### src/rtl/lcd_ctrl.sv
`default_nettype none
// ============================================================================
//  Module   : lcd_ctrl
//  Purpose  : HD44780 character-LCD write engine. CPU writes arrive as
//             rising edges of a strobe bit in a 32-bit I/O word. Each one is
//             queued in a 4-entry FIFO and played out with RS/DATA setup, an
//             EN pulse, hold, and a post-write wait.
//  Ports    : clk_i       sole clock
//             rst_i       synchronous active-high reset
//             lcd_word_i  [31] display on, [10] write strobe, [9] RS, [7:0] data
//             lcd_on_o    panel power/backlight (lcd_word_i[31], one cycle late)
//             lcd_rs_o    HD44780 RS
//             lcd_rw_o    HD44780 RW (always 0, write-only)
//             lcd_en_o    HD44780 EN
//             lcd_data_o  HD44780 DB[7:0]
//             busy_o      engine active, FIFO non-empty, or init running
//             full_o      FIFO holds 4 entries
//             overflow_o  sticky: a strobe was dropped on a full FIFO
//  Options  : LCD_INIT_SEQ_EN -- when defined, a power-up delay of
//             T_POWERUP cycles is followed by the writes 0x38, 0x0C, 0x01,
//             0x06 (RS=0) before any FIFO entry is played out.
//  Revision : 1.0 - initial release
// ============================================================================
module lcd_ctrl #(
   parameter int T_SETUP   = 2,
   parameter int T_PULSE   = 12,
   parameter int T_HOLD    = 2,
   parameter int T_WAIT    = 2000,
   parameter int T_CLEAR   = 82000,
   parameter int T_POWERUP = 750000
) (
   input  logic        clk_i,
   input  logic        rst_i,
   input  logic [31:0] lcd_word_i,
   output logic        lcd_on_o,
   output logic        lcd_rs_o,
   output logic        lcd_rw_o,
   output logic        lcd_en_o,
   output logic [7:0]  lcd_data_o,
   output logic        busy_o,
   output logic        full_o,
   output logic        overflow_o
);

   // ------------------------------------------------------------------------
   // Constants
   // ------------------------------------------------------------------------
   localparam logic [2:0] c_st_idle  = 3'd0;
   localparam logic [2:0] c_st_setup = 3'd1;
   localparam logic [2:0] c_st_pulse = 3'd2;
   localparam logic [2:0] c_st_hold  = 3'd3;
   localparam logic [2:0] c_st_wait  = 3'd4;

   // Every phase loads (length - 1) and leaves when the counter reads zero,
   // so a phase of length N occupies exactly N cycles.
   localparam logic [19:0] c_setup_m1 = 20'(T_SETUP - 1);
   localparam logic [19:0] c_pulse_m1 = 20'(T_PULSE - 1);
   localparam logic [19:0] c_hold_m1  = 20'(T_HOLD - 1);
   localparam logic [19:0] c_wait_m1  = 20'(T_WAIT - 1);
   localparam logic [19:0] c_clear_m1 = 20'(T_CLEAR - 1);

   localparam logic [2:0] c_fifo_depth = 3'd4;

   // ------------------------------------------------------------------------
   // Declarations
   // ------------------------------------------------------------------------
   logic [2:0]  r_state;
   logic [2:0]  w_state_next;
   logic [19:0] r_cnt;
   logic        w_cnt_zero;

   logic        r_strobe_prev;
   logic        w_push;
   logic        w_push_ok;
   logic        w_pop;
   logic        w_start;
   logic [8:0]  w_push_entry;
   logic [8:0]  w_src;

   logic [8:0]  r_fifo [4];
   logic [1:0]  r_wr_ptr;
   logic [1:0]  r_rd_ptr;
   logic [2:0]  r_count;
   logic        w_fifo_empty;
   logic        w_fifo_full;

   logic        r_overflow;
   logic        r_on;
   logic        r_rs;
   logic [7:0]  r_data;
   logic [19:0] w_wait_m1;

   logic        w_init_busy;
   logic        w_init_issue;

   // Bits of the CPU word that this block does not interpret.
   logic        w_unused_bits;
   assign w_unused_bits = ^{lcd_word_i[30:11], lcd_word_i[8]};

   // ------------------------------------------------------------------------
   // Strobe edge detect and FIFO control
   // ------------------------------------------------------------------------
   assign w_push       = lcd_word_i[10] & ~r_strobe_prev;
   assign w_push_entry = {lcd_word_i[9], lcd_word_i[7:0]};
   assign w_fifo_empty = (r_count == 3'd0);
   assign w_fifo_full  = (r_count == c_fifo_depth);
   assign w_cnt_zero   = (r_cnt == 20'd0);

   // A push on a full FIFO still fits when the head leaves on the same cycle.
   assign w_push_ok = w_push & (~w_fifo_full | w_pop);

   // Queue entries only drain from IDLE, and never while init owns the bus.
   assign w_pop   = (r_state == c_st_idle) & ~w_fifo_empty & ~w_init_busy;
   assign w_start = w_pop | w_init_issue;

   // Clear (0x01) and return-home (0x02) commands need the long wait.
   assign w_wait_m1 = (~r_rs && (r_data == 8'h01 || r_data == 8'h02)) ?
                      c_clear_m1 : c_wait_m1;

`ifdef LCD_INIT_SEQ_EN
   // ------------------------------------------------------------------------
   // Power-up initialisation: the shared counter first times the power-up
   // delay (loaded at reset), then four fixed commands go through the
   // normal SETUP..WAIT path.
   // ------------------------------------------------------------------------
   localparam logic [19:0] c_cnt_rst = 20'(T_POWERUP - 1);

   logic       r_pwr_wait;
   logic [2:0] r_init_idx;
   logic [7:0] w_init_cmd;

   always_comb begin
      w_init_cmd = 8'h38;
      case (r_init_idx)
         3'd0:    w_init_cmd = 8'h38;   // 8-bit bus, 2 lines, 5x8 font
         3'd1:    w_init_cmd = 8'h0C;   // display on, cursor off
         3'd2:    w_init_cmd = 8'h01;   // clear display
         3'd3:    w_init_cmd = 8'h06;   // entry mode: increment, no shift
         default: w_init_cmd = 8'h38;
      endcase
   end

   assign w_init_busy  = r_pwr_wait | (r_init_idx != 3'd4);
   assign w_init_issue = (r_state == c_st_idle) & ~r_pwr_wait & (r_init_idx != 3'd4);
   assign w_src        = w_init_issue ? {1'b0, w_init_cmd} : r_fifo[r_rd_ptr];

   always_ff @(posedge clk_i) begin
      if (rst_i) begin
         r_pwr_wait <= 1'b1;
         r_init_idx <= 3'd0;
      end else begin
         if (r_pwr_wait && w_cnt_zero) begin
            r_pwr_wait <= 1'b0;
         end
         if (w_init_issue) begin
            r_init_idx <= r_init_idx + 3'd1;
         end
      end
   end
`else
   localparam logic [19:0] c_cnt_rst = 20'd0;
   localparam int          c_unused_powerup = T_POWERUP;

   assign w_init_busy  = 1'b0;
   assign w_init_issue = 1'b0;
   assign w_src        = r_fifo[r_rd_ptr];
`endif

   // ------------------------------------------------------------------------
   // FIFO storage (contents need no reset: the pointers define validity)
   // ------------------------------------------------------------------------
   always_ff @(posedge clk_i) begin
      if (w_push_ok) begin
         r_fifo[r_wr_ptr] <= w_push_entry;
      end
   end

   always_ff @(posedge clk_i) begin
      if (rst_i) begin
         r_wr_ptr   <= 2'd0;
         r_rd_ptr   <= 2'd0;
         r_count    <= 3'd0;
         r_overflow <= 1'b0;
      end else begin
         if (w_push_ok) begin
            r_wr_ptr <= r_wr_ptr + 2'd1;
         end
         if (w_pop) begin
            r_rd_ptr <= r_rd_ptr + 2'd1;
         end
         case ({w_push_ok, w_pop})
            2'b10:   r_count <= r_count + 3'd1;
            2'b01:   r_count <= r_count - 3'd1;
            default: r_count <= r_count;
         endcase
         if (w_push && !w_push_ok) begin
            r_overflow <= 1'b1;
         end
      end
   end

   // ------------------------------------------------------------------------
   // FSM: state register
   // ------------------------------------------------------------------------
   always_ff @(posedge clk_i) begin
      if (rst_i) begin
         r_state <= c_st_idle;
      end else begin
         r_state <= w_state_next;
      end
   end

   // ------------------------------------------------------------------------
   // FSM: next-state logic
   // ------------------------------------------------------------------------
   always_comb begin
      w_state_next = r_state;
      case (r_state)
         c_st_idle:  if (w_start)    w_state_next = c_st_setup;
         c_st_setup: if (w_cnt_zero) w_state_next = c_st_pulse;
         c_st_pulse: if (w_cnt_zero) w_state_next = c_st_hold;
         c_st_hold:  if (w_cnt_zero) w_state_next = c_st_wait;
         c_st_wait:  if (w_cnt_zero) w_state_next = c_st_idle;
         default:                    w_state_next = c_st_idle;
      endcase
   end

   // ------------------------------------------------------------------------
   // Datapath: strobe history, latched RS/DATA, shared phase counter
   // ------------------------------------------------------------------------
   always_ff @(posedge clk_i) begin
      if (rst_i) begin
         // Strobe history resets high so a strobe held through reset is
         // not mistaken for a fresh rising edge.
         r_strobe_prev <= 1'b1;
         r_on          <= 1'b0;
         r_rs          <= 1'b0;
         r_data        <= 8'h00;
         r_cnt         <= c_cnt_rst;
      end else begin
         r_strobe_prev <= lcd_word_i[10];
         r_on          <= lcd_word_i[31];
         if (w_start) begin
            r_rs   <= w_src[8];
            r_data <= w_src[7:0];
         end
         case (r_state)
            c_st_idle: begin
               // Outside init the counter is already zero here; with init
               // enabled this branch times the power-up delay.
               if (w_start)          r_cnt <= c_setup_m1;
               else if (!w_cnt_zero) r_cnt <= r_cnt - 20'd1;
            end
            c_st_setup: begin
               if (w_cnt_zero) r_cnt <= c_pulse_m1;
               else            r_cnt <= r_cnt - 20'd1;
            end
            c_st_pulse: begin
               if (w_cnt_zero) r_cnt <= c_hold_m1;
               else            r_cnt <= r_cnt - 20'd1;
            end
            c_st_hold: begin
               if (w_cnt_zero) r_cnt <= w_wait_m1;
               else            r_cnt <= r_cnt - 20'd1;
            end
            c_st_wait: begin
               if (!w_cnt_zero) r_cnt <= r_cnt - 20'd1;
            end
            default: r_cnt <= 20'd0;
         endcase
      end
   end

   // ------------------------------------------------------------------------
   // FSM: outputs (decoded from registers only, no path from lcd_word_i)
   // ------------------------------------------------------------------------
   always_comb begin
      lcd_en_o = (r_state == c_st_pulse);
      busy_o   = (r_state != c_st_idle) | ~w_fifo_empty | w_init_busy;
   end

   assign lcd_on_o   = r_on;
   assign lcd_rs_o   = r_rs;
   assign lcd_rw_o   = 1'b0;
   assign lcd_data_o = r_data;
   assign full_o     = w_fifo_full;
   assign overflow_o = r_overflow;

endmodule
`default_nettype wire

### config.mk
export PLATFORM = sky130hd
export DESIGN_NAME = lcd_ctrl
export DESIGN_NICKNAME = d
export VERILOG_FILES = /design/src/rtl/lcd_ctrl.sv
export SDC_FILE = /design/constraint.sdc
export NUM_CORES = 1
export LEC_CHECK = 0
export ABC_AREA = 0
export BUFFER_PORTS_ARGS = -buffer_cell sky130_fd_sc_hd__buf_2
export CAP_MARGIN = 30
export CORE_UTILIZATION = 25
export DETAILED_ROUTE_END_ITERATION = 7
export PLACE_DENSITY = 0.52
export SLEW_MARGIN = 30
export SYNTH_ARGS = -nofsm -noshare
export SYNTH_HDL_FRONTEND = slang
export SYNTH_SLANG_ARGS = --single-unit
### constraint.sdc
create_clock -name clk_i -period 3.4 [get_ports clk_i]
set_input_delay 0.51 -clock clk_i [delete_from_list [all_inputs] [get_ports clk_i]]
set_output_delay 0.51 -clock clk_i [all_outputs]
set_load 0.01 [all_outputs]
==> reports/metrics.cfg, run 1 <==
[synthesis]
yosysTopAreaCellShare = 0.3102
ys_seq_elements = 78
syn-num-nets = 349
yosysSeqAreaShare = 0.5515
syn_area_um2 = 3485
synthTopCellsByArea = edfxtp_1 31%, dfxtp_1 24%, mux4_2 5.8%
ys.flop_type = dfxtp_1
yosysTopAreaCell = edfxtp_1
yosys_warnings = 0
synth_edf_count = 36
avgSynthCellArea_um2 = 11.35
syn_inst = 307
synth_cell_types = 55
ys_async_sr_fraction = 0

[placed_design]
io_buffers = 26
placed_cell_area_um2 = 3809
placed_cells = 499
place_hpwl_um = 5086
place_congestion = 0.7556

[floorplanning]
die_area_um2 = 14410
start_util = 0.2600
core_area_um2 = 13400
die_x_um = 120.1
rows = 42
die_y_um = 120.1
io_pins = 49

[drt]
drtIter0Drc = 122
wl_per_cell_um = 14.93
drc_errors = 0
vias_per_cell = 4.761
vias = 2452
drt_first_pass_iters = 4
antenna_left = 0
finalWirelength_um = 7688

[hold_path]
worstHoldPathCells = 2
min_to = lcd_on_o
hp-class = input port to flop
min_from = lcd_word_i[31]

[final_layout]
mostFrequentLayoutCells = 42 x dfxtp_1, 36 x edfxtp_1, 26 x buf_2
nNetsFinal = 376
postLayoutCoreUtil = 0.3051
num-fill-cells = 1376
insertedDiodeCount = 0
seq_area_um2 = 1922
final_area_um2 = 4089
layout_commonest_cell = dfxtp_1
multi_input_area_um2 = 1450
layout.cells.non_filler = 515
syn_to_final_growth_pct = 17.34
drive_above_1_share = 0.2006

[clocking]
clkLatencyLatePin_ns = 0.33
cts_buffer_depth = 2
cts_tree = yes
cts_resized = 0
cts.sinks = 78
holdBufCountCts = 0
postCtsSetupBuffers = 0
cts_buffers = 9
cts.clk_slew.worst_paths_ns = 0.06
root_buffer = clkbuf_16
cts-htree-levels = 3

[global_routing]
grt_pass1_wl_um = 12390
antenna_found_initial = 0
overflow = 0
grt_start_max_net_pins = 30
grt_pass1_vias = 2388
grt_use_total = 0.1114

[sta]
hold_viol = 0
period_needed_ns = 2.806
relSlewSlack = 0.4437
tns_ns = 0
slew_violations = 0
worst_pin_slew_ns = 0.8314
fmax_mhz = 356.3
finalSetupViolations = 0
finClkSkew_ns = 0.008783
grt_setup_unrepaired = false
fin_crit_sh = 0.8254

[flow_run]
cap_violations = 0

[setup_path]
reg2reg_slack_ns = 0.59
critPathMaxFanout = 12
r2r_start = r_cnt[9]
startpoint_type = flop
reg2regPathDepth = 9
crit_start = r_cnt[9]
worstPathRequired_ns = 3.66
critical_path_class = flop to flop
crit_slowest_cell = or4_4
path_cells = or4_4 > or4_4 > nor2_1 > inv_1 > ha_1 > o21a_1 > a211oi_1 > a21oi_1 > nor2_1
r2r_end = r_cnt[0]
arrival_ns = 3.07
crit_path_end_kind = flop
cpPeakStageDelay_ns = 0.59

[pwr]
total_power_mw = 4.071
p_per_area_nw_per_um2 = 995.7
ir_worst_vdd_uv = 353.3
power_leakage_nw = 1.462

[status]
status = finished, final reports clean

metal layers:
metal	vias to the layer above	wire length [um]	track usage
met5	-	0	0
met4	0	85	0.02891
met3	9	226	0.02899
met2	42	3805	0.1889
met1	1192	3571	0.1394
li1	1209	-	-
cell usage after synthesis (6+ instances only):
cell type,number
nand2_1,25
edfxtp_1,36
ha_1,7
nor2_1,21
nor3_1,8
xnor2_1,7
mux4_2,9
o21ai_0,8
a21oi_1,21
dfxtp_1,42
nand3_1,6
or3_1,7
a31oi_1,6
clkbuf_1,10
inv_1,11
or4_1,7
o31ai_1,6
registers in the layout, summed over array words and instances, names as in the netlist:
signal	count
lcd_data_o	8
lcd_on_o	1
lcd_rs_o	1
overflow_o	1
r_cnt	20
r_count	3
r_fifo	36
r_rd_ptr	2
r_state	3
r_strobe_prev	1
r_wr_ptr	2
cell type report:
class | instances | share of cell area
repair buffers | 32 | 0.04284
inverters | 11 | 0.01010
well taps | 176 | 0.05386
multi-input cells | 202 | 0.3547
clock inverters | 7 | 0.01346
clock buffers | 9 | 0.05508
flip-flops and latches | 78 | 0.4700
through the flow:
stage          setup slack [ns]  hold WS (ns)
5_1_grt                  0.4559        0.3873
3_5_place_dp             0.6524        0.4633
6_report                 0.5936        0.3869
4_1_cts                  0.5775        0.3826
3_3_place_gp             0.6741        0.4585
2_1_floorplan            0.8362        0.4485
power by group:
part           switching (mW)  leakage, nW  internal (mW)
registers               0.238        0.669           1.16
logic                    1.02        0.654          0.746
clock network           0.404        0.139          0.505
total                    1.66         1.46           2.41
kinds of logic (layout without fill, tap and decap cells):
group / Yosys count / in the layout / share of synthesized area
AO/OA/AOI/OAI: 68 / 68 / 0.1307
other: 1 / 1 / 0.001076
flip-flops: 78 / 78 / 0.5515
buffers and inverters: 27 / 59 / 0.03232
XOR/XNOR: 11 / 11 / 0.02765
adder cells (fa/ha/maj): 8 / 8 / 0.03088
AND/OR/NAND/NOR: 101 / 101 / 0.1551
multiplexers: 13 / 13 / 0.07073
worst max-delay path, delay by kind of cell (launching register included):
kind | cells | cell delay, ns
and+or+nand+nor | 4 | 1.52
AOI/OAI and AO/OA | 3 | 0.40
DFF | 1 | 0.37
adders and majority gates | 1 | 0.23
buffers and inverters | 1 | 0.20
worst max path at each step:
stage / endpoint / slack, ns / cells past startpoint
4_1_cts: r_cnt[0] / 0.58 / 9
3_3_place_gp: r_cnt[0] / 0.67 / 9
5_1_grt: r_cnt[0] / 0.46 / 9
3_5_place_dp: r_cnt[0] / 0.65 / 9
2_1_floorplan: r_cnt[0] / 0.84 / 11
6_report: r_cnt[0] / 0.59 / 9
No activity file was read; power rests on OpenSTA's default activity.
==> inputs of run 2 (changes only) <==
--- a/config.mk
+++ b/config.mk
@@ -5,12 +5,12 @@
 export SDC_FILE = /design/constraint.sdc
 export NUM_CORES = 1
 export LEC_CHECK = 0
-export ABC_AREA = 0
+export ABC_AREA = 1
 export BUFFER_PORTS_ARGS = -buffer_cell sky130_fd_sc_hd__buf_2
 export CAP_MARGIN = 30
 export CORE_UTILIZATION = 25
 export DETAILED_ROUTE_END_ITERATION = 7
-export PLACE_DENSITY = 0.52
+export PLACE_DENSITY = 0.53
 export SLEW_MARGIN = 30
 export SYNTH_ARGS = -nofsm -noshare
 export SYNTH_HDL_FRONTEND = slang
==> constraint.sdc (replaced) <==
create_clock -name clk_i -period 2.4 [get_ports clk_i]
set_input_delay 0.36 -clock clk_i [delete_from_list [all_inputs] [get_ports clk_i]]
set_output_delay 0.36 -clock clk_i [all_outputs]
set_load 0.01 [all_outputs]
==> reports/metrics.cfg, run 2 <==
[status]
status = finished, final reports clean  ; unchanged

[final_layout]
postLayoutCoreUtil = 0.2998  ; was 0.3051
multi_input_area_um2 = 1562  ; was 1450 um2
layout_commonest_cell = nor2_1  ; was dfxtp_1
largest_register = r_fifo  ; unchanged
largest_reg_flops = 36  ; unchanged
drive_above_1_share = 0.1699  ; was 0.2006
insertedDiodeCount = 0  ; unchanged
nNetsFinal = 508  ; was 376
seq_area_um2 = 1922  ; unchanged
num-fill-cells = 1548  ; was 1376
mostFrequentLayoutCells = 88 x nor2_1, 60 x nand2_1, 42 x dfxtp_1  ; was 42 x dfxtp_1, 36 x edfxtp_1, 26 x buf_2
syn_to_final_growth_pct = 16.92  ; was 17.34%

[clocking]
cts_resized = 0  ; unchanged
cts.clk_slew.worst_paths_ns = 0.06  ; about the same
root_buffer = clkbuf_16  ; unchanged
cts_buffer_depth = 2  ; unchanged
cts.sinks = 78  ; unchanged
cts-htree-levels = 3  ; unchanged
postCtsSetupBuffers = 0  ; unchanged
cts_tree = yes  ; unchanged
clkLatencyLatePin_ns = 0.33  ; about the same
holdBufCountCts = 0  ; unchanged
cts_buffers = 9  ; unchanged

[synthesis]
ys_top_cells_by_count = 88 x nor2_1, 60 x nand2_1, 42 x dfxtp_1  ; was 42 x dfxtp_1, 36 x edfxtp_1, 25 x nand2_1
yosysMostFrequentCell = nor2_1  ; was dfxtp_1
avgSynthCellArea_um2 = 8.588  ; was 11.35 um2
yosysTopAreaCellShare = 0.2900  ; was 0.3102
syn_area_um2 = 3727  ; was 3485 um2
synthTopCellsByArea = edfxtp_1 29%, dfxtp_1 23%, nor2_1 8.9%  ; was edfxtp_1 31%, dfxtp_1 24%, mux4_2 5.8%
synth_edf_count = 36  ; unchanged
ys_seq_elements = 78  ; unchanged
yosys_warnings = 0  ; unchanged
yosysSeqAreaShare = 0.5156  ; was 0.5515
ys_async_sr_fraction = 0  ; unchanged
syn-num-nets = 476  ; was 349
yosysTopAreaCell = edfxtp_1  ; unchanged
ys.flop_type = dfxtp_1  ; unchanged
synth_cell_types = 39  ; was 55
syn_inst = 434  ; was 307

[global_routing]
grt_pass1_vias = 2812  ; was 2388
grt_use_total = 0.1151  ; was 0.1114
antenna_found_initial = 0  ; unchanged
grt_start_max_net_pins = 23  ; was 30
grt_pass1_wl_um = 13350  ; was 12390 um
overflow = 0  ; unchanged

[sta]
fin_crit_sh = 0.7691  ; was 0.8254
finalSetupViolations = 0  ; unchanged
slew_violations = 0  ; unchanged
hold_viol = 0  ; unchanged
relSlewSlack = 0.6561  ; was 0.4437
grt_setup_unrepaired = false  ; unchanged
fmax_mhz = 541.7  ; was 356.3 MHz
finClkSkew_ns = 0.006851  ; was 0.008783 ns
worst_pin_slew_ns = 0.5153  ; was 0.8314 ns
tns_ns = 0  ; unchanged
period_needed_ns = 1.846  ; was 2.806 ns

[setup_path]
arrival_ns = 2.07  ; was 3.07 ns
crit_path_end_kind = flop  ; unchanged
cpPeakStageDelay_ns = 0.38  ; was 0.59 ns
critPathMaxFanout = 11  ; was 12
crit_path_frequent_cell = ha_1
critical_path_class = flop to flop  ; unchanged
path_cells = inv_1 > ha_1 > nand2_1 > nor2_2 > nand3_2 > ha_1 > a211oi_1 > nor2_1  ; was or4_4 > or4_4 > nor2_1 > inv_1 > ha_1 > o21a_1 > a211oi_1 > a21oi_1 > nor2_1
crit_slowest_cell = ha_1  ; was or4_4
worstPathRequired_ns = 2.62  ; was 3.66 ns
startpoint_type = flop  ; unchanged

[drt]
vias_per_cell = 4.388  ; was 4.761
drt_first_pass_iters = 4  ; unchanged
vias = 2874  ; was 2452
finalWirelength_um = 8065  ; was 7688 um
drc_errors = 0  ; unchanged
antenna_left = 0  ; unchanged
wl_per_cell_um = 12.31  ; was 14.93 um
drtIter0Drc = 110  ; was 122

[flow_run]
cap_violations = 0  ; unchanged

[pwr]
ir_worst_vdd_uv = 558.9  ; was 353.3 uV
p_per_area_nw_per_um2 = 1430  ; was 995.7 nW/um2
power_leakage_nw = 1.826  ; was 1.462 nW

[floorplanning]
core_area_um2 = 14530  ; was 13400 um2
die_x_um = 124.1  ; was 120.1 um
die_area_um2 = 15400  ; was 14410 um2
start_util = 0.2565  ; was 0.2600
die_y_um = 124.1  ; was 120.1 um
rows = 44  ; was 42
io_pins = 49  ; unchanged

[placed_design]
place_hpwl_um = 5658  ; was 5086 um
io_buffers = 26  ; unchanged
place_congestion = 0.8325  ; was 0.7556

[hold_path]
hp-class = input port to flop  ; unchanged

-- run 2: logic make-up after synthesis --
family,after synthesis,synth area share
other,1,0.001006
buffers and inverters,58,0.06545
adders and majority gates,8,0.02887
AOI/OAI and AO/OA,70,0.1088
and+or+nand+nor,208,0.2545
xor gates and xnor gates,11,0.02585
DFF,78,0.5156
-- run 2: routing by layer --
layer / wire length (um) / up-vias / global-route usage / part of all wire
li1: - / 1486 / - / -
met1: 3663 / 1327 / 0.1389 / 0.45
met2: 3876 / 54 / 0.1982 / 0.48
met3: 431 / 7 / 0.03205 / 0.053
met4: 93 / 0 / 0.03348 / 0.012
met5: 0 / - / 0 / 0
-- run 2: worst max-delay path: cells and delay by family, from the launching register on --
family                   cells  cell delay, ns
adder cells (fa/ha/maj)      2            0.56
AND/OR/NAND/NOR              4            0.54
flip-flops                   1            0.33
AO/OA/AOI/OAI                1            0.20
buffers and inverters        1            0.10
-- run 2: path summary, 6_finish.rpt --
kind | cells after the start | start | to | slack, ns
hold reg to reg | 1 | overflow_o | overflow_o | 0.47
setup reg to reg | 8 | r_cnt[0] | r_cnt[0] | 0.55
hold / removal | 3 | lcd_word_i[10] | r_strobe_prev | 0.21
setup / recovery | 8 | r_cnt[0] | r_cnt[0] | 0.55
-- run 2: per-stage QoR --
step | hold slack, ns | cells | total power, mW | worst slack [ns] | area (um2)
CTS | 0.2088 | 655 | 6.291 | 0.5475 | 4358
detailed placement | 0.4613 | 639 | 4.956 | 0.5654 | 4070
global placement | 0.4571 | 639 | 4.922 | 0.5831 | 4070
floorplan | 0.4564 | 434 | 4.318 | 0.7168 | 3727
finish | 0.2134 | 655 | 6.233 | 0.5541 | 4358
global route | 0.2229 | 655 | 6.818 | 0.3438 | 4358
-- run 2: report_power, final --
part / internal (mW) / leakage (nW) / switching (mW)
registers: 1.64 / 0.670 / 0.245
logic: 1.07 / 1.02 / 1.97
clock network: 0.772 / 0.140 / 0.535
-- run 2: layout make-up --
class | instances | share of cell area
flip-flops and latches | 78 | 0.4410
well taps | 184 | 0.05283
repair buffers | 33 | 0.04192
inverters | 46 | 0.03991
multi-input cells | 298 | 0.3583
clock inverters | 3 | 0.006029
clock buffers | 13 | 0.06001
